[config.mk]
export PLATFORM = sky130hd
export DESIGN_NAME = psum_wb_stream
export DESIGN_NICKNAME = d
export VERILOG_FILES = /design/src/rtl/psum_wb_stream.sv
export SDC_FILE = /design/constraint.sdc
export NUM_CORES = 1
export LEC_CHECK = 0
export ABC_AREA = 0
export CORE_AREA = 2 2 332 334
export CTS_CLUSTER_SIZE = 8
export DETAILED_ROUTE_END_ITERATION = 6
export DIE_AREA = 0 0 334 336
export PLACE_DENSITY = 0.67
export RECOVER_POWER = 50
export SLEW_MARGIN = 30
export SYNTH_ARGS = -nofsm -noshare
export SYNTH_HDL_FRONTEND = slang
export SYNTH_SLANG_ARGS = --single-unit
[constraint.sdc]
create_clock -name CLK -period 18.44 [get_ports CLK]
set_input_delay 3.688 -clock CLK [delete_from_list [all_inputs] [get_ports CLK]]
set_output_delay 3.688 -clock CLK [all_outputs]
set_load 0.05 [all_outputs]
[src/rtl/psum_wb_stream.sv]
// psum_wb_stream: captures a masked set of psum banks in one cycle and
// streams the selected banks out one beat at a time, in ascending or
// descending bank order, under valid/ready handshaking.
//
// Optional feature: define PSUM_WB_RELU_EN to clamp negative output words
// to zero. The clamp acts on o_Data only; the capture buffer keeps the raw
// value.
//
// state | meaning
// ------+-----------------------------------------------------------
// IDLE  | waiting for a capture; o_Cap_Ready=1, no beat presented
// SEND  | draining the remaining mask, one bank per accepted beat
module psum_wb_stream #(
  parameter int NUM_BANK    = 32,
  parameter int BIT_PSUM    = 24,
  parameter int BIT_BANK_ID = 5
) (
  input  logic                         CLK,
  input  logic                         RSTb,
  input  logic                         i_Cap_Valid,
  output logic                         o_Cap_Ready,
  input  logic [NUM_BANK-1:0]          i_Cap_Mask,
  input  logic [NUM_BANK*BIT_PSUM-1:0] i_Cap_Data,
  input  logic                         i_Cap_Desc,
  output logic                         o_Valid,
  input  logic                         i_Ready,
  output logic [BIT_PSUM-1:0]          o_Data,
  output logic [BIT_BANK_ID-1:0]       o_Bank,
  output logic                         o_Last,
  output logic [15:0]                  o_Beat_Cnt
);

  typedef enum logic {
    IDLE = 1'b0,
    SEND = 1'b1
  } state_t;

  state_t                state_q;
  state_t                state_d;
  logic [NUM_BANK-1:0]   rem_q;
  logic [NUM_BANK-1:0]   rem_d;
  logic [BIT_PSUM-1:0]   buf_q [NUM_BANK];
  logic                  desc_q;
  logic [15:0]           beat_cnt_q;
  logic [BIT_BANK_ID-1:0] sel;
  logic                  one_left;
  logic                  cap_take;
  logic                  beat_take;
  logic [BIT_PSUM-1:0]   word;
  logic [BIT_PSUM-1:0]   word_out;

  assign cap_take  = (state_q == IDLE) && i_Cap_Valid;
  assign beat_take = (state_q == SEND) && i_Ready;

  // Pick the next bank: the loop direction makes the last set bit visited
  // win, so visiting high-to-low yields the lowest set bank and vice versa.
  always_comb begin
    sel = '0;
    if (desc_q) begin
      for (int k = 0; k < NUM_BANK; k++)
        if (rem_q[k]) sel = BIT_BANK_ID'(k);
    end else begin
      for (int k = NUM_BANK - 1; k >= 0; k--)
        if (rem_q[k]) sel = BIT_BANK_ID'(k);
    end
  end

  // Exactly one bit remaining: nonzero and clearing the lowest bit leaves zero.
  assign one_left = (rem_q != '0) &&
                    ((rem_q & (rem_q - NUM_BANK'(1))) == '0);

  // Remaining mask after the current bank is sent.
  always_comb begin
    rem_d      = rem_q;
    rem_d[sel] = 1'b0;
  end

  // State register.
  always_ff @(posedge CLK) begin
    if (!RSTb) state_q <= IDLE;
    else       state_q <= state_d;
  end

  // Next-state logic; a zero-mask capture is accepted but leaves us in IDLE.
  always_comb begin
    state_d = state_q;
    case (state_q)
      IDLE: if (i_Cap_Valid && (i_Cap_Mask != '0)) state_d = SEND;
      SEND: if (i_Ready && one_left)               state_d = IDLE;
      default: state_d = IDLE;
    endcase
  end

  // Capture buffer, remaining mask, drain order and beat counter.
  always_ff @(posedge CLK) begin
    if (!RSTb) begin
      rem_q      <= '0;
      desc_q     <= 1'b0;
      beat_cnt_q <= '0;
      for (int k = 0; k < NUM_BANK; k++) buf_q[k] <= '0;
    end else if (cap_take) begin
      rem_q  <= i_Cap_Mask;
      desc_q <= i_Cap_Desc;
      for (int k = 0; k < NUM_BANK; k++)
        buf_q[k] <= i_Cap_Data[k*BIT_PSUM +: BIT_PSUM];
    end else if (beat_take) begin
      rem_q      <= rem_d;
      beat_cnt_q <= beat_cnt_q + 16'd1;
    end
  end

  assign word = buf_q[sel];

  // Output word, optionally clamped at zero for negative values.
  always_comb begin
`ifdef PSUM_WB_RELU_EN
    word_out = word[BIT_PSUM-1] ? '0 : word;
`else
    word_out = word;
`endif
  end

  assign o_Cap_Ready = (state_q == IDLE);
  assign o_Valid     = (state_q == SEND);
  assign o_Data      = o_Valid ? word_out : '0;
  assign o_Bank      = o_Valid ? sel : '0;
  assign o_Last      = o_Valid & one_left;
  assign o_Beat_Cnt  = beat_cnt_q;

endmodule

# Word-level counts from Yosys, hierarchy flattened
# Memories as Yosys holds them, arrays and structs flattened.
# Cells that the tools add are included.
[totals]
inputBits = 805
ram_bits = 768
output_inout_bits = 48
rom_bits = 0
regBits = 50
mem_count = 1
elab_cells = 167
latchBits = 0
[classes]
muxes = 109
reduce_logical = 11
order_cmp = 2
bitwise = 38
shifts = 0
n_eq_ne = 0
mul = 0
n_addsub = 2
div = 0
[memory_table]
columns = ["name", "words", "width", "rd", "rd_clocked_by_memory_dff", "wr", "line", "source"]
rows = [
  ["buf_q", 32, 24, 1, 0, 32, "42", "logic [BIT_PSUM-1:0] buf_q [NUM_BANK];"],
]
[op_table]
columns = ["op", "n"]
rows = [
  ["24-bit two-way mux", 33],
  ["5-bit two-way mux", 64],
  ["32-bit AND", 2],
  ["32-bit two-way mux", 2],
  ["32-bit nonzero test", 2],
  ["32-bit logical NOT", 1],
  ["32-bit NOT", 1],
  ["1-bit bitwise OR", 32],
  ["32-bit by 1-bit subtractor with 32-bit output (second input constant)", 1],
  ["16-bit by 1-bit adder with 16-bit output (second input constant)", 1],
  ["1-bit two-way mux", 8],
  ["1-bit logical AND", 6],
  ["5-bit by 6-bit < comparator with 1-bit output (second input constant)", 1],
  ["1-bit demux with 5-bit select", 1],
  ["5-bit by 1-bit greater-or-equal comparator with 1-bit output (second input constant)", 1],
  ["1-bit NOT", 2],
  ["1-bit case mux with 2 select lines", 1],
  ["2-bit AND reduction", 1],
  ["2-bit nonzero test", 1],
  ["1-bit AND", 1],
]

# Depth between registers and ports, before layout
# Gate-level depths: netlist (run 1).
[logic_depth]
ltp_word = 41
mapped_depth = 14
mapped_depth_nobuf = 9

# Worst setup path before layout (run 1)
# No wires, ideal clock.
[synth_timing]
path_type = "input -> register"
start = "input i_Cap_Valid"
end = "memory buf_q[0][0] (enable)"
path_slack_ns = -1.498
arrival_ns = 18.831
t_required_ns = 17.333
n_path_buf = 1
setup_time_ns = 1.107
path_stages = 4
path_cell_list = "nor2b_1 -> nor2b_1 -> clkbuf_1 -> inv_1"
[synth_lines]
columns = ["item", "line", "source"]
rows = [
  ["start: declaration", "20", "input logic i_Cap_Valid,"],
  ["end: declaration", "42", ""],
]

==> results by group, run 1 <==
Synthesis
  • Main flop type after synthesis: edfxtp_1
  • Yosys cell types: 72
  • Post-synth ARST share: 0%
  • Yosys top cell area share: 58.9%
  • Flops & latches, synth: 818
  • Seq/Total Area, Yosys: 61.4%
  • Post-synth top area cell: edfxtp_1
  • Cell count after synthesis: 3175
  • Post-Syn Area: 39200 µm²
  • YS warnings: 0
  • Post-synth EDFFs: 768
  • Synth area leaders: edfxtp_1, mux2i_1, and3_1
  • Syn Nets: 3981
  • Mean Syn Cell Area: 12.3 µm²

Drt
  • Number of nets still failing antenna checks after routing: 0
  • Vias per cell: 5.51
  • Final wirelength: 163000 µm
  • Top Layer Used: met5
  • Routed length on met2: 80400 µm
  • TritonRoute pass-1 iters: 5
  • 1st-iter DRT viols: 2689
  • Via count: 29.8k
  • Wirelength per Cell: 30.2 µm
  • M1 wire length: 64200 µm
  • DRC: 0
  • WL met3: 12600 µm

Finish
  • Share of cells above drive strength 1: 5.44%
  • Area Overhead vs Synth: 32.7%
  • Sequential cell area: 24100 µm²
  • FILL cells: 9769
  • Area of the multi-input gates: 13800 µm²
  • Final instance area: 52000 µm²
  • Finished Layout Cells: 5406
  • Nets@finish: 4723

Placement
  • RD Place Congestion: 0.915
  • Count of input and output buffers: 852
  • Hpwl dp: 120000 µm
  • Post-DP Area: 48700 µm²
  • Cell count after placement: 5213

Timing
  • Max-slew violation count: 790
  • Fin Setup TNS: 0 ps
  • Final min period: 13410 ps
  • Slew HR: -187%
  • Max Fclk: 0.0746 GHz
  • Worst clock skew: 43.8 ps
  • RSZ-0062 raised after global routing: false
  • Final hold slack: 578 ps
  • Fin crit share: 72.7%
  • Final Setup Violations: 0
  • Fin. Hold Viols: 0
  • Least-Margin Pin Slew: 4300 ps

CTS
  • Post CTS Setup Buffer Count: 0
  • Largest buffer count on any clock path: 3
  • Htree depth: 3
  • Post-CTS Resized: 0
  • Worst skew pair latency: 720 ps
  • CTS root buffer: clkbuf_16
  • CTS tree: built
  • Worst-path clk slew: 60 ps
  • TritonCTS buffer count: 113
  • Hold_buf cts: 0
  • Clock Sinks: 818

Worst setup path
  • Startpoint Class: input port
  • Crit end category: flop
  • Crit Path Category: input port to flop
  • Required time worst endpoint: 18990 ps
  • Maximum fanout along the worst path: 114
  • Arrival time of the worst setup path: 13960 ps

Floorplan
  • Die footprint: 112000 µm²
  • Core Box Area: 108000 µm²
  • Die X: 334 µm
  • Die height: 336 µm
  • Starting Density: 36.1%
  • Num rows: 121
  • I/O Pins: 853

Power
  • Int Pwr: 3.85 mW
  • PD cells: 108 nW/µm²
  • Leakage: 20.5 nW
  • Combinational Power Share: 25.2%
  • Flop pwr share: 40.4%
  • Switching pwr: 1.76 mW
  • Clock Power Share: 34.5%
  • Worst IR Drop VDD: 0.0000913 V
  • Sw frac: 31.4%

GRT
  • Initial antenna violation count: 42
  • Largest net degree at the start of global routing: 197
  • Gr ovfl total: 0
  • First-pass GRT wire length: 222000 µm
  • Vias in the first global route: 29.6k
  • All-layer global routing usage: 28.1%

Outcome
  • Failing checks: capacitance limit, slew limit
  • Status: finished, violations left

Job
  • Max cap viols: 8

Hold path
  • Worst hold path type: flop to flop
[registers in the layout, indices dropped and copies added (netlist names)]
signal / cells
buf_q: 768
rem_q: 32
o_Beat_Cnt: 16
desc_q: 1
o_Valid: 1
[placed cells by master, fill, tap and decap left out, types with 49 or more instances in the layout]
master / n
clkdlybuf4s50_1: 834
edfxtp_1: 768
and3_1: 450
mux2i_1: 354
and2_0: 237
nand2_1: 223
nand3_1: 132
and2_1: 119
clkbuf_16: 113
o21ai_0: 68
a21oi_1: 60
clkbuf_1: 50
dfxtp_1: 49
[area by class of cell]
cell class | count | area share [%]
clock inverter | 11 | 0.390
clock buffer | 155 | 5.74
inverter | 27 | 0.197
sequential | 818 | 46.3
timing repair buffer | 908 | 17.4
antenna | 24 | 0.115
multi-input combinational | 2049 | 26.5
tap | 1414 | 3.40
[cell usage after synthesis, drive strengths merged, types with 12 or more instances]
cell     count
nor4        42
and2       356
a21boi      27
nand4       32
nor2        50
edfxtp     768
xnor2       15
nor3        13
buf         98
o21ai       73
a21oi       61
mux2i      356
and3       450
o2111ai     24
a211oi      14
nand2      224
o22ai       47
a21o        16
dfxtp       50
inv         27
clkbuf     183
a221oi      12
nand3      132
[logic make-up after synthesis]
group	after synthesis	share of synthesized area, %
xor+xnor	15	0.335
simple gates	1329	19.2
mux	361	9.24
fa+ha+maj	5	0.134
compound gates	339	6.02
flops	818	61.4
buf+inv	308	3.64
[through the flow]
step | total power, mW | util [%] | setup WS [ps]
finish | 5.61 | 48.0 | 5030
global placement | 3.70 | 44.9 | 8020
global route | 5.79 | 48.0 | 3890
detailed placement | 3.71 | 44.9 | 8050
floorplan | 3.10 | - | 2160
CTS | 5.64 | 47.8 | 7260
[worst paths after layout]
kind	slack (ps)	from	to	cells past startpoint
setup / recovery	5030	RSTb	buf_q[3][19]	5
hold / removal	580	rem_q[28]	rem_q[28]	2
setup reg to reg	9870	o_Valid	buf_q[17][17]	9
hold reg to reg	580	rem_q[28]	rem_q[28]	2
[worst max-delay path: stages]
cell and delay (ps):
clkbuf_1 2920, clkbuf_1 2810, clkbuf_1 2970, buf_4 1010
and3_1 340
[power groups by stage]
stage	clock [mW]	sequential [mW]	combinational, mW
after floorplan	0	2.32	0.778
after global placement	0	2.30	1.40
after detailed placement	0	2.30	1.41
after CTS	1.96	2.26	1.41
after global routing	2.03	2.28	1.48
final	1.93	2.26	1.41
[routing by layer]
layer / global-route usage, % / vias to the layer above
li1: - / 13326
met1: 35.3 / 14824
met2: 47.6 / 1353
met3: 6.44 / 277
met4: 9.91 / 32
met5: 0 / -
Note: power is estimated with default switching activity, not from simulation.
==> run 2: changes to the inputs <==
CORE_AREA = 2 2 334 336   (was 2 2 332 334)
DIE_AREA = 0 0 336 338   (was 0 0 334 336)
PLACE_DENSITY = 0.65   (was 0.67)
clock period = 13.66 ns   (was 18.44 ns; I/O delays follow)
==> run 2 against run 1 <==
The flow still finishes with violations (capacitance limit, slew limit). Cell count up 1.4%. Via count is 1.1% lower. Largest cell class unchanged. Critical endpoint is now buf_q[10][1]. Largest power group unchanged. Non-clock buffer count stayed put. Cell area up 0.18%. Sequential share of layout area shrank 0.082 points. Combinational power rose by 35%. Critical path depth shrank 1. Global-route usage decreased by 0.57 points. Flip-flop and latch count is the same. Clock skew down 9.6 ps. Clock power is 34% higher. First-iteration DRC count increased by 5.5%.
==> results by group, run 2 (same netlist as run 1, synthesis figures left out) <==
Placement
  • Cell count after placement: 5286 (was 5213)
  • RD Place Congestion: 0.915 (about the same)
  • Count of input and output buffers: 852 (unchanged)
  • Post-DP Area: 48800 µm² (was 48700 µm²)
  • Hpwl dp: 118000 µm (was 120000 µm)

Finish
  • Biggest register: buf_q (unchanged)
  • Most frequent cells in the layout: clkdlybuf4s50_1, edfxtp_1, and3_1, mux2i_1, nand2_1 (was clkdlybuf4s50_1, edfxtp_1, and3_1, mux2i_1, and2_0)
  • Share of cells above drive strength 1: 5.58% (was 5.44%)
  • Fin util: 47.3% (was 48.0%)
  • Finished Layout Cells: 5479 (was 5406)
  • Commonest non-fill, non-tap cell in the layout: clkdlybuf4s50_1 (unchanged)
  • FILL cells: 9891 (was 9769)
  • Final instance area: 52100 µm² (was 52000 µm²)
  • Area Overhead vs Synth: 33.0% (was 32.7%)
  • Nets@finish: 4723 (unchanged)
  • Max FFs per register: 768 (unchanged)

Worst setup path
  • Critical path's largest stage delay: 3300 ps (was 2970 ps)
  • Maximum fanout along the worst path: 134 (was 114)
  • Required time worst endpoint: 14220 ps (was 18990 ps)
  • Crit end category: flop (unchanged)
  • Reg2Reg Setup Slack: 6960 ps (was 9870 ps)
  • Arrival time of the worst setup path: 10630 ps (was 13960 ps)
  • Most used cell, CP: clkbuf_1 (unchanged)
  • Startpoint Class: input port (unchanged)
  • Crit Path Category: input port to flop (unchanged)
  • Slowest-stage cell, CP: clkbuf_1 (unchanged)
  • Cell-by-cell trace of the critical path: clkbuf_1, clkbuf_1, buf_6, and3_1 (was clkbuf_1, clkbuf_1, clkbuf_1, buf_4, and3_1)

GRT
  • Gr ovfl total: 0 (unchanged)
  • Vias in the first global route: 29.0k (was 29.6k)
  • First-pass GRT wire length: 218000 µm (was 222000 µm)
  • All-layer global routing usage: 27.5% (was 28.1%)
  • Largest net degree at the start of global routing: 202 (was 197)
  • Initial antenna violation count: 49 (was 42)

Timing
  • Final min period: 10080 ps
  • Final Setup Violations: 0 (unchanged)
  • Worst clock skew: 34.2 ps (was 43.8 ps)
  • Fin crit share: 73.8%
  • Least-Margin Pin Slew: 4800 ps (was 4300 ps)
  • Fin. Hold Viols: 0 (unchanged)
  • RSZ-0062 raised after global routing: false (unchanged)
  • Max Fclk: 0.0992 GHz
  • Final hold slack: 525 ps (was 578 ps)
  • Max-slew violation count: 543 (was 790)
  • Slew HR: -220% (was -187%)

Floorplan
  • Core Box Area: 110000 µm² (was 108000 µm²)
  • Num rows: 122 (was 121)
  • Die height: 338 µm (was 336 µm)
  • Die footprint: 114000 µm² (was 112000 µm²)
  • Die X: 336 µm (was 334 µm)
  • I/O Pins: 853 (unchanged)
  • Starting Density: 35.6% (was 36.1%)

Drt
  • DRC: 0 (unchanged)
  • TritonRoute pass-1 iters: 7 (was 5)
  • 1st-iter DRT viols: 2838 (was 2689)
  • Vias per cell: 5.38 (was 5.51)
  • Final wirelength: 162000 µm (was 163000 µm)
  • Wirelength per Cell: 29.5 µm (was 30.2 µm)
  • Number of nets still failing antenna checks after routing: 0 (unchanged)
  • Via count: 29.5k (was 29.8k)

Hold path
  • Worst hold path type: flop to flop (unchanged)

CTS
  • Largest buffer count on any clock path: 3 (unchanged)
  • Worst-path clk slew: 50 ps (was 60 ps)
  • Clock Sinks: 818 (unchanged)
  • Worst skew pair latency: 730 ps (was 720 ps)
  • Post-CTS Resized: 0 (unchanged)
  • Htree depth: 3 (unchanged)
  • Hold_buf cts: 0 (unchanged)
  • Post CTS Setup Buffer Count: 0 (unchanged)
  • TritonCTS buffer count: 113 (unchanged)
  • CTS tree: built (unchanged)
  • CTS root buffer: clkbuf_16 (unchanged)

Power
  • Leakage: 20.6 nW (was 20.5 nW)
  • Worst IR Drop VDD: 0.000106 V (was 0.0000913 V)
  • PD cells: 145 nW/µm² (was 108 nW/µm²)
  • Final Power: 7.54 mW (was 5.61 mW)

Outcome
  • Status: finished, violations left (unchanged)
  • Failing checks: capacitance limit, slew limit (unchanged)

Job
  • Max cap viols: 6 (was 8)
## run 2: stage by stage
stage               TNS (ps)  setup WS (ps)
finish                     0           3580
detailed placement         0           4700
CTS                        0           3910
floorplan           -1096350          -1430
global placement           0           4770
global route               0           2960
## run 2: path summary, 6_finish.rpt
check / start / end / depth (start not counted)
min: o_Beat_Cnt[1] / o_Beat_Cnt[1] / 2
max reg2reg: o_Valid / buf_q[1][6] / 8
max: RSTb / buf_q[10][1] / 4
min reg2reg: o_Beat_Cnt[1] / o_Beat_Cnt[1] / 2
## run 2: critical path: cells and delay by family
family	cells	cell delay [ps]
AND/OR/NAND/NOR	1	300
buffers and inverters	3	7350
## run 2: area by class of cell
class | instances | area, µm² | area share (%)
sequential | 818 | 24100 | 46.2
inverter | 27 | 105 | 0.202
clock inverter | 9 | 138 | 0.264
clock buffer | 149 | 2990 | 5.75
tap | 1488 | 1860 | 3.57
multi-input combinational | 2049 | 13800 | 26.5
antenna | 31 | 77.6 | 0.149
timing repair buffer | 908 | 9070 | 17.4
## run 2: power breakdown
group	total [mW]	internal, mW	switching [mW]
logic	1.90	0.700	1.20
clock network	2.58	1.51	1.07
registers	3.06	2.98	0.0835
total	7.54	5.18	2.36
## run 2: routing by layer
metal / routed length (µm) / up-vias / track usage [%]
li1: - / 13330 / -
met3: 10900 / 232 / 6.24
met1: 64000 / 14706 / 33.8
met2: 81200 / 1182 / 47.4
met5: 184 / - / 0
met4: 5280 / 26 / 10.2
